File: src/rtl/csa_pkg.sv
`default_nettype none
// +--------------------------------------------------------------------+
// | csa_pkg : shared defaults, derived sizes and FSM state type        |
// | Revision: 1.0                                                      |
// +--------------------------------------------------------------------+
package csa_pkg;

  localparam int CSA_DATA_LEN = 384;
  localparam int CSA_SEG_LEN  = 64;
  localparam int CSA_NUM_SEGS = CSA_DATA_LEN / CSA_SEG_LEN;

  typedef enum logic [1:0] {
    IDLE = 2'd0,
    BUSY = 2'd1,
    DONE = 2'd2
  } csa_state_t;

endpackage
`default_nettype wire

File: src/rtl/csa_resolver_seg_adder.sv
`default_nettype none
// +--------------------------------------------------------------------+
// | full_adder / seg_adder : SEG_LEN-bit ripple adder, carry in/out    |
// | Revision: 1.0                                                      |
// +--------------------------------------------------------------------+
module full_adder (
  input  logic a,
  input  logic b,
  input  logic cin,
  output logic sum,
  output logic cout
);
  assign sum  = a ^ b ^ cin;
  assign cout = (a & b) | (a & cin) | (b & cin);
endmodule

module seg_adder #(
  parameter int SEG_LEN = 64
) (
  input  logic [SEG_LEN-1:0] a,
  input  logic [SEG_LEN-1:0] b,
  input  logic               cin,
  output logic [SEG_LEN-1:0] sum,
  output logic               cout
);
  logic [SEG_LEN:0] w_c;

  assign w_c[0] = cin;
  assign cout   = w_c[SEG_LEN];

  for (genvar i = 0; i < SEG_LEN; i++) begin : g_fa
    full_adder u_fa (
      .a    (a[i]),
      .b    (b[i]),
      .cin  (w_c[i]),
      .sum  (sum[i]),
      .cout (w_c[i+1])
    );
  end
endmodule
`default_nettype wire

File: src/rtl/csa_resolver.sv
`default_nettype none
// +--------------------------------------------------------------------+
// | csa_resolver : resolves a carry-save pair into binary S + 2*Cout,  |
// |                one segment per cycle through a shared seg_adder    |
// | Revision: 1.0                                                      |
// +--------------------------------------------------------------------+
module csa_resolver
  import csa_pkg::*;
#(
  parameter int DATA_LEN = CSA_DATA_LEN,
  parameter int SEG_LEN  = CSA_SEG_LEN
) (
  input  logic                clk,
  input  logic                rst_n,
  input  logic                in_valid,
  output logic                in_ready,
  input  logic [DATA_LEN-1:0] S,
  input  logic [DATA_LEN-1:0] Cout,
  output logic                out_valid,
  input  logic                out_ready,
  output logic [DATA_LEN+1:0] result
);

  localparam int c_num_segs = DATA_LEN / SEG_LEN;
  localparam int c_cnt_w    = (c_num_segs > 1) ? $clog2(c_num_segs) : 1;
  localparam logic [c_cnt_w-1:0] c_last_seg = c_cnt_w'(c_num_segs - 1);

  csa_state_t          r_state;
  logic [c_cnt_w-1:0]  r_seg_cnt;
  logic                r_carry;
  logic                r_top;
  logic [SEG_LEN-1:0]  r_a   [c_num_segs];
  logic [SEG_LEN-1:0]  r_b   [c_num_segs];
  logic [SEG_LEN-1:0]  r_res [c_num_segs];
  logic [1:0]          r_res_top;

  logic [DATA_LEN-1:0] w_b_full;
  logic [SEG_LEN-1:0]  w_sum;
  logic                w_cout;
  logic                w_last;

  // Carry vector weights start at 2^1, so shift it into place once at capture.
  assign w_b_full  = {Cout[DATA_LEN-2:0], 1'b0};
  assign w_last    = (r_seg_cnt == c_last_seg);
  assign in_ready  = (r_state == IDLE);
  assign out_valid = (r_state == DONE);

  seg_adder #(
    .SEG_LEN (SEG_LEN)
  ) u_seg_adder (
    .a    (r_a[r_seg_cnt]),
    .b    (r_b[r_seg_cnt]),
    .cin  (r_carry),
    .sum  (w_sum),
    .cout (w_cout)
  );

  for (genvar k = 0; k < c_num_segs; k++) begin : g_res
    assign result[k*SEG_LEN +: SEG_LEN] = r_res[k];
  end
  assign result[DATA_LEN+1:DATA_LEN] = r_res_top;

  always_ff @(posedge clk or negedge rst_n) begin
    if (!rst_n) begin
      r_state   <= IDLE;
      r_seg_cnt <= '0;
      r_carry   <= 1'b0;
      r_top     <= 1'b0;
      r_res_top <= 2'b00;
      for (int k = 0; k < c_num_segs; k++) begin
        r_a[k]   <= '0;
        r_b[k]   <= '0;
        r_res[k] <= '0;
      end
    end else begin
      case (r_state)
        IDLE: begin
          if (in_valid) begin
            for (int k = 0; k < c_num_segs; k++) begin
              r_a[k] <= S[k*SEG_LEN +: SEG_LEN];
              r_b[k] <= w_b_full[k*SEG_LEN +: SEG_LEN];
            end
            r_top     <= Cout[DATA_LEN-1];
            r_seg_cnt <= '0;
            r_carry   <= 1'b0;
            r_state   <= BUSY;
          end
        end
        BUSY: begin
          r_res[r_seg_cnt] <= w_sum;
          r_carry          <= w_cout;
          if (w_last) begin
            // Final ripple carry and the dropped Cout MSB both land at 2^DATA_LEN.
            r_res_top <= {1'b0, w_cout} + {1'b0, r_top};
            r_state   <= DONE;
          end else begin
            r_seg_cnt <= r_seg_cnt + c_cnt_w'(1);
          end
        end
        DONE: begin
          if (out_ready) begin
            r_state <= IDLE;
          end
        end
        default: r_state <= IDLE;
      endcase
    end
  end

endmodule
`default_nettype wire

File: config.mk
export PLATFORM = sky130hd
export DESIGN_NAME = csa_resolver
export DESIGN_NICKNAME = d
export VERILOG_FILES = /design/src/rtl/csa_pkg.sv /design/src/rtl/csa_resolver_seg_adder.sv /design/src/rtl/csa_resolver.sv
export SDC_FILE = /design/constraint.sdc
export NUM_CORES = 2
export LEC_CHECK = 0
export BUFFER_PORTS_ARGS = -buffer_cell sky130_fd_sc_hd__buf_4
export CORE_AREA = 2 2 446 448
export DETAILED_ROUTE_END_ITERATION = 8
export DIE_AREA = 0 0 448 450
export PLACE_DENSITY_LB_ADDON = 0.1
export SLEW_MARGIN = 5
export SYNTH_ARGS = -nofsm -noshare
export SYNTH_HDL_FRONTEND = slang
export SYNTH_SLANG_ARGS = --single-unit
File: constraint.sdc
create_clock -name clk -period 61.6 [get_ports clk]
set_clock_uncertainty 0.2 [all_clocks]
set_input_delay 12.32 -clock clk [delete_from_list [all_inputs] [get_ports clk]]
set_output_delay 12.32 -clock clk [all_outputs]
set_load 0.01 [all_outputs]
==> metrics.cfg <==
[logic_synthesis]
synth_ff_type=dfrtp_1
synthArstFlopShare_pct=100
synth_compound_area_share_pct=3.93
synthXorXnorAreaFrac_pct=0
synth-edff-count=0
yosysTopAreaCellShare_pct=57.5
synth.most_common_cell=mux2_2
synth_common_cells=1346 x mux2_2, 1160 x dfrtp_1, 252 x nand2_1
synthDistinctLibCells=31
synthAdderAreaFrac_pct=2.61
synth_top_family_by_area=multiplexers
ys_seq_area_share_pct=57.5
synthMuxAreaShare_pct=31.5
syn_area_mm2=0.0505
ys_top_cells_by_area=dfrtp_1 57%, mux2_2 30%, fa_1 2.5%
ys_ff_latch=1160
syn_area_per_cell_um2=14.8
yosys.area_share.simple_pct=2.13
ys_warn_count=0
syn_inst=3422
syn_nets=4261
synth_top_area_cell=dfrtp_1

[worst_setup_path]
reg2reg_depth=71
cp_common_cell=fa_1
ff2ff_setup_slack_ns=27.91
cpPeakStageDelay_ns=0.71
cp.required_ns=62.04
cpMaxStageDelayCell=buf_4
cp-end-kind=register
worstPathArrival_ns=34.13
r2r_end=r_res_top[0]
critPathMaxFanout=50
startpoint_type=register
r2r-start=r_seg_cnt[2]
critical_path_class=register to register

[die]
start_util_pct=25.7
die_w_um=448
coreArea_mm2=0.197
ios=1160
num_rows=163
die-area_mm2=0.202
die_h_um=450

[sta]
fin_crit_ns=33.69
setup_violations=0
slew_headroom_pct=25.8
fmax_ghz=0.0297
worst_slew_pin_slew_ns=1.11
period_share_pct=54.7
timing.final.hold_violations=0
slew_viol_final=0
fin_setup_tns_ns=0
rsz0062_at_grt=no

[cells_and_area]
design_area_mm2=0.0669
postLayoutCoreUtil_pct=34.0
syn2layout_area_growth_pct=32.5
nNetsFinal=5391
drive_gt1_share_pct=60.1
ff_latch_area_mm2=0.0290
nFillCells=19756
multi_input_area_mm2=0.0203

[min_path]
hp-start=result[162]
worstHoldEndpoint=result[162]
hold_class=register to register
hold_depth=1

[global_routing]
grt_pass1_wl_mm=279
antenna_found_initial=67
grt_usage_pct=19.4
grt_max_degree=170
gr-total-overflow=0
grt_pass1_vias=35636

[clocking]
post-cts-setup-buffers=0
htreeDepth=4
clkTransAtPathRegs_ns=0.06
hold_buffers=0
clockRootBuffer=clkbuf_16
clock_latency_ns=0.79
cts_buffers=146
ctsLongestPathBuffers=3
cts_tree=done
cts_resized=0
clock-sinks=1160

[power_and_ir_drop]
p_per_area_mw_per_mm2=68.7
power_mw=4.60
vdd_drop_max_v=0.0000443
power_leakage_nw=29.1

[detailed_routing]
final_antenna_net_count=0
drc=0
vias=33425
wl_per_cell_um=27.1
wirelength_mm=199
viasPerCell=4.56
firstDrtPassIters=5
drt-initial-drc-count=1472

[place]
place_congestion=0.799
io_buffers=1159
placed_cell_area_mm2=0.0619
place.detailed.hpwl_mm=147

[run]
cap_violations=0

[outcome]
run_status=finished clean

[area by class of cell]
class,count,share of cell area [%]
diodes,26,0.0973
clock buffers,235,6.79
clock inverters,30,0.544
inverters,10,0.0673
multi-input cells,2012,30.4
flip-flops and latches,1160,43.4
well taps,2640,4.94
repair buffers,1222,13.8
[cells in the final DEF, fill, tap and decap left out, types with 6 or more instances in the layout]
master / Yosys / final
a31oi_1: 126 / 126
mux2_2: 1346 / 1346
inv_1: 9 / 9
clkbuf_8: 0 / 43
a221oi_1: 128 / 128
nand2_1: 252 / 252
clkbuf_16: 0 / 152
clkbuf_1: 78 / 40
mux2_1: 59 / 59
diode_2: 0 / 26
buf_4: 0 / 1217
clkinv_2: 0 / 14
fa_1: 64 / 64
dfrtp_1: 1160 / 1158
mux2i_1: 6 / 6
[per-stage QoR]
step	worst slack, ns	std cells	hold WS (ns)
6_report	27.91	7335	0.285
5_1_grt	26.66	7328	0.302
4_1_cts	27.45	7309	0.288
3_5_place_dp	27.49	7044	0.276
3_3_place_gp	27.58	7044	0.271
2_1_floorplan	30.52	3422	0.266
[logic make-up after synthesis]
kind of cell               count (synthesis)
muxes                                   1411
DFF                                     1160
and+or+nand+nor                          269
AOI/OAI and AO/OA                        265
buffers and inverters                    250
adders and majority gates                 67
[where the power goes]
part	internal [mW]	leakage [nW]	switching [mW]
clock	0.526	2.42	0.351
sequential	1.17	13.8	0.213
combinational	1.07	12.9	1.26
total	2.77	29.1	1.83
[worst max-delay path by stage]
stage | from | to | cells past startpoint
floorplan | r_seg_cnt[2] | r_res_top[0] | 73
detailed placement | r_seg_cnt[2] | r_res_top[0] | 69
finish | r_seg_cnt[2] | r_res_top[0] | 71
global placement | r_seg_cnt[2] | r_res_top[0] | 69
CTS | r_seg_cnt[2] | r_res_top[0] | 71
global route | r_seg_cnt[2] | r_res_top[0] | 69
[worst max-delay path, delay by kind of cell, from the launching register on]
kind / cells / cell delay (ns)
buf+inv: 2 / 0.78
flops: 1 / 0.56
mux: 2 / 0.68
compound gates: 2 / 0.38
fa+ha+maj: 65 / 30.87
[layer usage]
| metal | GRT usage [%] | wire [um] | vias up |
|---|---|---|---|
| met5 | 0 | 423 | - |
| met3 | 6.23 | 13700 | 278 |
| met2 | 33.1 | 100000 | 835 |
| met4 | 5.54 | 4730 | 72 |
| li1 | - | - | 14781 |
| met1 | 23.1 | 79800 | 17459 |
[registers in the layout, summed over array words and instances (netlist names)]
| name | count |
|---|---|
| r_b | 383 |
| result | 384 |
| r_seg_cnt | 3 |
| r_top | 1 |
| r_a | 384 |
| r_carry | 1 |
| r_state | 2 |
| r_res_top | 2 |
Power figures use the tool's default switching activity.
